### src/rtl/ov7670_capture.sv
// OV7670 capture stage: oversamples the camera pins in the clk_i domain,
// pairs bytes into RGB444 pixels and writes them linearly into VRAM.
// Optional framing checks are compiled in with `define CAPTURE_ERROR_CHECK_EN.
module ov7670_capture #(
  parameter int ACTIVE_COLUMNS  = 640,
  parameter int ACTIVE_ROWS     = 480,
  parameter int VRAM_DATA_WIDTH = 12,
  parameter int VRAM_ADDR_WIDTH = $clog2(ACTIVE_COLUMNS*ACTIVE_ROWS)
) (
  input  logic                       clk_i,
  input  logic                       reset_i,
  input  logic                       pixel_clk_cmos_i,
  input  logic                       vsync_cmos_i,
  input  logic                       href_cmos_i,
  input  logic [7:0]                 pixel_data_cmos_i,
  output logic                       vram_wr_en_o,
  output logic [VRAM_ADDR_WIDTH-1:0] vram_wr_addr_o,
  output logic [VRAM_DATA_WIDTH-1:0] vram_wr_data_o,
  output logic                       frame_done_o,
  output logic                       error_o
);

  // Pointer is one bit wider than the port so it can reach the full-frame count.
  localparam int PW = VRAM_ADDR_WIDTH + 1;
  localparam int CW = $clog2(ACTIVE_COLUMNS + 1);
  localparam int RW = $clog2(ACTIVE_ROWS + 2);
  localparam logic [PW-1:0] TOTAL_C    = PW'(ACTIVE_COLUMNS * ACTIVE_ROWS);
  localparam logic [CW-1:0] COLS_C     = CW'(ACTIVE_COLUMNS);
  localparam logic [RW-1:0] ROWS_C     = RW'(ACTIVE_ROWS);
  localparam logic [RW-1:0] ROWS_SAT_C = RW'(ACTIVE_ROWS + 1);

  typedef enum logic [1:0] {S_SYNC, S_WAIT, S_ACTIVE} state_e;

  // {pclk, vsync, href, data} travel together so data stays aligned with PCLK
  logic [10:0] sync1_q, sync2_q;
  logic        pclk_s, vsync_s, href_s;
  logic [7:0]  byte_s;
  logic        pclk_prev_q, vsync_prev_q, href_prev_q;
  logic        pclk_rise_q, vsync_rise_q, vsync_fall_q, href_fall_q;
  logic        vsync_q, href_q;
  logic [7:0]  byte_q;

  assign pclk_s  = sync2_q[10];
  assign vsync_s = sync2_q[9];
  assign href_s  = sync2_q[8];
  assign byte_s  = sync2_q[7:0];

  // Two-flop synchronizers, previous-value copies and registered edge events
  always_ff @(posedge clk_i) begin
    if (reset_i) begin
      sync1_q      <= '0;
      sync2_q      <= '0;
      pclk_prev_q  <= 1'b0;
      vsync_prev_q <= 1'b0;
      href_prev_q  <= 1'b0;
      pclk_rise_q  <= 1'b0;
      vsync_rise_q <= 1'b0;
      vsync_fall_q <= 1'b0;
      href_fall_q  <= 1'b0;
      vsync_q      <= 1'b0;
      href_q       <= 1'b0;
      byte_q       <= '0;
    end else begin
      sync1_q      <= {pixel_clk_cmos_i, vsync_cmos_i, href_cmos_i, pixel_data_cmos_i};
      sync2_q      <= sync1_q;
      pclk_prev_q  <= pclk_s;
      vsync_prev_q <= vsync_s;
      href_prev_q  <= href_s;
      pclk_rise_q  <= pclk_s & ~pclk_prev_q;
      vsync_rise_q <= vsync_s & ~vsync_prev_q;
      vsync_fall_q <= ~vsync_s & vsync_prev_q;
      href_fall_q  <= ~href_s & href_prev_q;
      vsync_q      <= vsync_s;
      href_q       <= href_s;
      byte_q       <= byte_s;
    end
  end

  state_e                     state_q, state_d;
  logic [PW-1:0]              ptr_q, ptr_d;
  logic [CW-1:0]              col_q, col_d, col_w;
  logic [RW-1:0]              row_q, row_d, row_w;
  logic                       phase_q, phase_d, phase_w;
  logic [3:0]                 r_q, r_d;
  logic                       wr_en_q, wr_en_d;
  logic [VRAM_ADDR_WIDTH-1:0] addr_q, addr_d;
  logic [VRAM_DATA_WIDTH-1:0] data_q, data_d;
  logic                       done_q, done_d;
  logic                       byte_go, wr_try, wr_block, wr_go;

  // Per-cycle capture decisions; *_w are counter values after this cycle's
  // write but before any line-end clear, so a write coinciding with HREF
  // fall is accounted for before the line is closed.
  assign byte_go  = (state_q == S_ACTIVE) && pclk_rise_q && href_q;
  assign wr_try   = byte_go && phase_q;
  assign wr_block = (ptr_q == TOTAL_C) || (col_q == COLS_C);
  assign wr_go    = wr_try && !wr_block;
  assign col_w    = wr_go ? col_q + 1'b1 : col_q;
  assign phase_w  = byte_go ? ~phase_q : phase_q;
  assign row_w    = (href_fall_q && row_q != ROWS_SAT_C) ? row_q + 1'b1 : row_q;

  // FSM and datapath state register
  always_ff @(posedge clk_i) begin
    if (reset_i) begin
      state_q <= S_SYNC;
      ptr_q   <= '0;
      col_q   <= '0;
      row_q   <= '0;
      phase_q <= 1'b0;
      r_q     <= '0;
      wr_en_q <= 1'b0;
      addr_q  <= '0;
      data_q  <= '0;
      done_q  <= 1'b0;
    end else begin
      state_q <= state_d;
      ptr_q   <= ptr_d;
      col_q   <= col_d;
      row_q   <= row_d;
      phase_q <= phase_d;
      r_q     <= r_d;
      wr_en_q <= wr_en_d;
      addr_q  <= addr_d;
      data_q  <= data_d;
      done_q  <= done_d;
    end
  end

  // Next-state: frame sync, byte pairing, line and frame boundaries
  always_comb begin
    state_d = state_q;
    ptr_d   = ptr_q;
    col_d   = col_q;
    row_d   = row_q;
    phase_d = phase_q;
    r_d     = r_q;
    wr_en_d = 1'b0;
    addr_d  = addr_q;
    data_d  = data_q;
    done_d  = 1'b0;
    case (state_q)
      S_SYNC: begin
        if (vsync_q) state_d = S_WAIT;
      end
      S_WAIT: begin
        if (vsync_fall_q) begin
          ptr_d   = '0;
          col_d   = '0;
          row_d   = '0;
          phase_d = 1'b0;
          state_d = S_ACTIVE;
        end
      end
      S_ACTIVE: begin
        if (byte_go && !phase_q) r_d = byte_q[3:0];
        if (wr_go) begin
          wr_en_d = 1'b1;
          addr_d  = ptr_q[VRAM_ADDR_WIDTH-1:0];
          data_d  = VRAM_DATA_WIDTH'({r_q, byte_q});
          ptr_d   = ptr_q + 1'b1;
        end
        col_d   = col_w;
        phase_d = phase_w;
        row_d   = row_w;
        if (href_fall_q) begin
          col_d   = '0;
          phase_d = 1'b0;
        end
        if (vsync_rise_q) begin
          done_d  = 1'b1;
          state_d = S_WAIT;
        end
      end
      default: state_d = S_SYNC;
    endcase
  end

  assign vram_wr_en_o   = wr_en_q;
  assign vram_wr_addr_o = addr_q;
  assign vram_wr_data_o = data_q;
  assign frame_done_o   = done_q;

`ifdef CAPTURE_ERROR_CHECK_EN
  logic err_q, err_set;

  // Framing violations: short/odd line, wrong row count, suppressed write
  always_comb begin
    err_set = (state_q == S_ACTIVE) &&
              ((wr_try && wr_block) ||
               (href_fall_q && (col_w != COLS_C || phase_w)) ||
               (vsync_rise_q && row_w != ROWS_C));
  end

  // Sticky error flag, cleared only by reset
  always_ff @(posedge clk_i) begin
    if (reset_i) err_q <= 1'b0;
    else         err_q <= err_q | err_set;
  end

  assign error_o = err_q;
`else
  assign error_o = 1'b0;
`endif

endmodule

### config.mk
export PLATFORM = sky130hd
export DESIGN_NAME = ov7670_capture
export DESIGN_NICKNAME = d
export VERILOG_FILES = /design/src/rtl/ov7670_capture.sv
export SDC_FILE = /design/constraint.sdc
export NUM_CORES = 1
export LEC_CHECK = 0
export CAP_MARGIN = 20
export CORE_UTILIZATION = 49
export DETAILED_ROUTE_END_ITERATION = 10
export PLACE_DENSITY_LB_ADDON = 0.05
export SYNTH_ARGS = -nofsm -noshare
export SYNTH_HDL_FRONTEND = slang
export SYNTH_SLANG_ARGS = --single-unit
export TNS_END_PERCENT = 5
### constraint.sdc
create_clock -name clk_i -period 5.36 [get_ports clk_i]
set_clock_uncertainty 0.2 [all_clocks]
set_input_delay 1.072 -clock clk_i [delete_from_list [all_inputs] [get_ports clk_i]]
set_output_delay 1.072 -clock clk_i [all_outputs]
set_load 0.01 [all_outputs]
==> results of run 1 <==
cell usage after synthesis, types with 3 or more instances:
library cell / number
dfxtp_1: 107
o21ai_0: 45
nand3_1: 41
a21oi_1: 38
nor2b_1: 37
clkbuf_1: 25
nor2_1: 23
nand2_1: 15
nand4_1: 11
a21o_1: 10
a31oi_1: 10
and3_1: 10
inv_1: 9
or3_1: 9
buf_1: 8
o211ai_1: 8
nor3_1: 7
a2111oi_0: 6
buf_2: 6
o41ai_1: 5
a41oi_1: 4
and4_1: 4
ha_1: 4
mux2i_1: 4
nand2b_1: 4
and2_1: 3
clkbuf_2: 3
nor3b_1: 3
nor4b_1: 3
o31ai_1: 3
report_power, final:
part           internal, mW  switching (mW)  total [mW]  leakage, nW
Clock                 0.189           0.312       0.501        0.105
Sequential            0.805         0.00315       0.809        0.868
Combinational        0.0151          0.0166      0.0318        0.799
kinds of logic (layout without fill, tap and decap cells):
kind of cell	after synthesis	in the layout	synth area share, %
buffers and inverters	53	77	4.97
XOR/XNOR	1	1	0.200
other	1	1	0.0855
multiplexers	4	4	0.913
AND/OR/NAND/NOR	182	182	23.5
adder cells (fa/ha/maj)	4	4	1.14
flip-flops	107	107	48.9
AO/OA/AOI/OAI	143	143	20.4
metrics by stage:
step	util, %	instances
floorplan	-	495
CTS	58.3	627
detailed placement	55.8	611
finish	58.3	627
global route	58.3	627
global placement	55.8	611
layout make-up:
type / instances / area [sq um] / share of cell area, %
clock inverters: 7 / 86.3 / 1.71
inverters: 9 / 33.8 / 0.668
well taps: 108 / 135 / 2.67
multi-input cells: 335 / 2040 / 40.3
flip-flops and latches: 107 / 2140 / 42.4
repair buffers: 52 / 498 / 9.85
clock buffers: 9 / 124 / 2.45
worst max-delay path by stage:
stage | start | endpoint | depth (start not counted)
final | state_q[1] | col_q[9] | 6
after global placement | state_q[1] | col_q[9] | 6
after global routing | ptr_q[0] | ptr_q[5] | 8
after CTS | state_q[1] | col_q[9] | 6
after detailed placement | state_q[1] | col_q[9] | 6
after floorplan | reset_i | col_q[0] | 5
state kept, by name, indices dropped and copies added (netlist names), 4 cells and up:
name,flops
ptr_q,20
byte_q,8
sync2_q,11
r_q,4
sync1_q,11
col_q,10
vram_wr_data_o,12
vram_wr_addr_o,19
worst reg2reg max path: stages, from the launching register on:
cell      delay, ns
dfxtp_1        0.40
nor2b_1        0.51
nand4_1        0.41
a21o_1         0.48
buf_4          0.35
or4_1          0.53
o211ai_1       0.18
metal layers:
| metal | GRT usage, % | share of wire, % | vias up |
|---|---|---|---|
| met5 | 0 | 0 | - |
| met4 | 6.62 | 0.97 | 0 |
| met3 | 4.30 | 3.1 | 9 |
| met2 | 34.7 | 49 | 71 |
| met1 | 26.9 | 47 | 1745 |
| li1 | - | - | 1834 |
==> flow_metrics.env, run 1 <==
export IMPL_slew_limit_headroom_pct=34.5
export IMPL_drt_total_wl_microns=9380
export IMPL_root_buffer="clkbuf_8"
export IMPL_crit_type="flop to flop"
export IMPL_synthesis_nets=512
export IMPL_path_max_fanout=32
export IMPL_period_needed_ns=3.11
export IMPL_gp_congestion=0.789
export IMPL_synth_top_area_share_pct=48.9
export IMPL_drive_above_1_share_pct=6.17
export IMPL_rrSetupSlack_ns=2.25
export IMPL_power_density_nw_per_um2=265
export IMPL_cts_sinks=107
export IMPL_ctsResizeCount=0
export IMPL_worstPathArrival_ns=3.22
export IMPL_antenna_found_initial=0
export IMPL_cts_setup_buffers=0
export IMPL_post_place_ws_ns=2.29
export IMPL_mostFrequentLayoutCell="dfxtp_1"
export IMPL_areaGrowthSynthToFinish_pct=15.3
export IMPL_crit_family="simple AND/OR/NAND/NOR gates"
export IMPL_hpwl_microns=5880
export IMPL_fin_tns_setup_ns=0
export IMPL_outcome="completed"
export IMPL_synth_area_leaders="dfxtp_1 (49%), nor2b_1 (5.3%), o21ai_0 (5.1%)"
export IMPL_syn_inst=495
export IMPL_start_util_pct=50.5
export IMPL_ir_worst_vdd_v=0.000188
export IMPL_overflow=0
export IMPL_crit_reg2reg_launch="state_q[1]"
export IMPL_core_rowCount=34
export IMPL_max_clock_path_buffers=2
export IMPL_track_usage_pct=20.8
export IMPL_ff2ff_path_depth=6
export IMPL_min_from="pclk_prev_q"
export IMPL_finalPower_mw=1.34
export IMPL_synth_edff_count=0
export IMPL_power_leakage_nw=1.77
export IMPL_syn_cell_area_sq_um=4380
export IMPL_worstMarginPinSlew_ns=0.979
export IMPL_grt_max_degree=51
export IMPL_fin_ws_ns=2.25
export IMPL_final_area_sq_um=5060
export IMPL_dr_pass1_iters=4
export IMPL_tritoncts="yes"
export IMPL_drt_iter0_markers=156
export IMPL_diodes=0
export IMPL_die_area_sq_um=9330
export IMPL_synth_flop_cell="dfxtp_1"
export IMPL_portBuffers=45
export IMPL_drv_cap=0
export IMPL_cp_required_ns=5.47
export IMPL_rsz0062_at_grt="no"
export IMPL_insertion_delay_ns=0.38
export IMPL_wl_per_cell_microns=15.0
export IMPL_slowest_delay_ns=0.52
export IMPL_dieWidth_microns=96.6
export IMPL_ios=47
export IMPL_nNetsFinal=531
export IMPL_yosysWarnings=0
export IMPL_clock_fmax_ghz=0.322
export IMPL_vias=3659
export IMPL_most_common_layout_cells="dfxtp_1 (107), o21ai_0 (45), clkdlybuf4s50_1 (44)"
export IMPL_holdPathStages=1
export IMPL_grt_pass1_vias=3137
export IMPL_setup_viol=0
export IMPL_clk_pin_slew_ns=0.11
export IMPL_yosysTopAreaCell="dfxtp_1"
export IMPL_hold_viol_final=0
export IMPL_grt_pass1_wl_microns=15100
export IMPL_slowest_stage="or4_1"
export IMPL_placedInstanceArea_sq_um=4850
export IMPL_hold_path_end="pclk_rise_q"
export IMPL_cts_buffers=9
export IMPL_fillCellCount=797
export IMPL_via_per_inst=5.84
export IMPL_start_kind="flop"
export IMPL_fin_crit_sh_pct=58.0
export IMPL_critPathBufInv=1
export IMPL_synth_seq_cells=107
export IMPL_worstReg2RegEnd="col_q[9]"
export IMPL_crit_path_end_kind="flop"
export IMPL_syn_area_per_cell_sq_um=8.86
export IMPL_synth_seq_area_share_pct=48.9
export IMPL_whs_ns=0.201
export IMPL_cts_hold_buffers=0
export IMPL_post_route_drc_count=0
export IMPL_finalMaxSlewViolations=0
export IMPL_die_h_microns=96.6
export IMPL_antenna_left=0
export IMPL_cp_cell_sequence="nor2b_1, nand4_1, a21o_1, buf_4, or4_1, o211ai_1"
export IMPL_hp_class="flop to flop"
export IMPL_htreeDepth=3
export IMPL_synth_distinct_cells=52
export IMPL_coreArea_sq_um=8680
export IMPL_synth_async_reset_ratio_pct=0
(Power assumes the default switching activity.)
==> run 2, diff against run 1 <==
==> constraint.sdc (replaced) <==
create_clock -name clk_i -period 3.2 [get_ports clk_i]
set_clock_uncertainty 0.2 [all_clocks]
set_input_delay 0.64 -clock clk_i [delete_from_list [all_inputs] [get_ports clk_i]]
set_output_delay 0.64 -clock clk_i [all_outputs]
set_load 0.01 [all_outputs]
==> flow_metrics.env, run 2 (synthesis gave the netlist of run 1 again) <==
export IMPL_outcome="completed"
export IMPL_post_route_drc_count=0
export IMPL_cts_hold_buffers=0
export IMPL_grt_pass1_vias=3232
export IMPL_root_buffer="clkbuf_8"
export IMPL_die_h_microns=96.6
export IMPL_whs_ns=0.191
export IMPL_power_leakage_nw=1.80
export IMPL_tritoncts="yes"
export IMPL_dr_pass1_iters=4
export IMPL_largest_reg_flops=20
export IMPL_crit_path_end_kind="flop"
export IMPL_crit_cells=6
export IMPL_fin_ws_ns=0.327
export IMPL_fin_tns_setup_ns=0
export IMPL_period_needed_ns=2.87
export IMPL_cts_setup_buffers=0
export IMPL_gp_congestion=0.799
export IMPL_power_density_nw_per_um2=438
export IMPL_cts_buffers=9
export IMPL_clk_pin_slew_ns=0.10
export IMPL_crit_type="flop to flop"
export IMPL_nNetsFinal=538
export IMPL_drt_total_wl_microns=9300
export IMPL_fin_crit_sh_pct=89.8
export IMPL_drv_cap=0
export IMPL_crit_family="compound AO/OA/AOI/OAI gates"
export IMPL_cp_common_cell="a21o_1"
export IMPL_grt_max_degree=63
export IMPL_die_area_sq_um=9330
export IMPL_track_usage_pct=20.7
export IMPL_gr_usage_met2_pct=35.2
export IMPL_finalMaxSlewViolations=0
export IMPL_hold_viol_final=0
export IMPL_post_place_ws_ns=0.400
export IMPL_overflow=0
export IMPL_drive_above_1_share_pct=7.22
export IMPL_cts_sinks=107
export IMPL_ctsResizeCount=0
export IMPL_path_max_fanout=21
export IMPL_core_rowCount=34
export IMPL_critPathBufInv=1
export IMPL_vias=3692
export IMPL_clock_fmax_ghz=0.348
export IMPL_cp_cell_sequence="nor2b_1, nand4_1, a21o_1, buf_4, a2111oi_0, a21o_1"
export IMPL_antenna_left=0
export IMPL_coreArea_sq_um=8680
export IMPL_ff2ff_path_depth=6
export IMPL_start_kind="flop"
export IMPL_slowest_delay_ns=0.51
export IMPL_areaGrowthSynthToFinish_pct=16.3
export IMPL_holdPathStages=1
export IMPL_hp_class="flop to flop"
export IMPL_worstPathArrival_ns=3.00
export IMPL_ios=47
export IMPL_busiest_layer="met2"
export IMPL_worstMarginPinSlew_ns=0.797
export IMPL_rsz0062_at_grt="no"
export IMPL_mostFrequentLayoutCell="dfxtp_1"
export IMPL_setup_viol=0
export IMPL_insertion_delay_ns=0.38
export IMPL_wl_per_cell_microns=14.7
export IMPL_slew_limit_headroom_pct=46.5
export IMPL_met1_usage_pct=26.1
export IMPL_ir_worst_vdd_v=0.000356
export IMPL_dieWidth_microns=96.6
export IMPL_max_clock_path_buffers=2
export IMPL_largest_register="ptr_q"
export IMPL_slowest_stage="nor2b_1"
export IMPL_grt_pass1_wl_microns=15000
export IMPL_most_common_layout_cells="dfxtp_1 (107), o21ai_0 (45), clkdlybuf4s50_1 (44)"
export IMPL_fillCellCount=815
export IMPL_hpwl_microns=6280
export IMPL_start_util_pct=50.5
export IMPL_htreeDepth=3
export IMPL_antenna_found_initial=0
export IMPL_portBuffers=45
export IMPL_drt_iter0_markers=169
export IMPL_diodes=0
export IMPL_cp_required_ns=3.32
export IMPL_grt_util_met3_pct=3.29
export IMPL_via_per_inst=5.82
run 2: path summary, 6_finish.rpt:
check	from	endpoint	slack, ns
min reg2reg	pclk_prev_q	pclk_rise_q	0.19
max	state_q[1]	ptr_q[13]	0.33
max reg2reg	state_q[1]	ptr_q[13]	0.33
min	pclk_prev_q	pclk_rise_q	0.19
run 2: worst register-to-register path, delay by kind of cell (launching register included):
kind	cells	cell delay (ns)
buffers and inverters	1	0.33
AND/OR/NAND/NOR	2	0.89
flip-flops	1	0.38
AO/OA/AOI/OAI	3	1.03
run 2: routing by layer:
metal,vias to the layer above,wire length (microns)
li1,1843,-
met1,1746,4170
met2,90,4580
met3,13,409
met4,0,140
met5,-,0
run 2: where the power goes:
group          internal, mW  switching [mW]  leakage, nW  total, mW
Clock                 0.310           0.515        0.102      0.825
Sequential             1.35         0.00506        0.868       1.35
Combinational        0.0261          0.0281        0.834     0.0542
run 2: area by class of cell:
class / instances / area, sq um / share of cell area [%]
Sequential cell: 107 / 2140 / 42.0
Multi-Input combinational cell: 335 / 2040 / 39.9
Timing Repair Buffer: 59 / 551 / 10.8
Tap cell: 108 / 135 / 2.65
Clock buffer: 9 / 124 / 2.43
Clock inverter: 7 / 78.8 / 1.55
Inverter: 9 / 33.8 / 0.662
run 2: metrics by stage:
step	cell area [sq um]	total power [mW]	cells	utilization, %
after floorplan	4380	1.42	495	-
after global routing	5100	2.33	634	58.8
after detailed placement	4900	1.44	618	56.4
final	5100	2.23	634	58.8
after global placement	4900	1.44	618	56.4
after CTS	5100	2.26	634	58.8
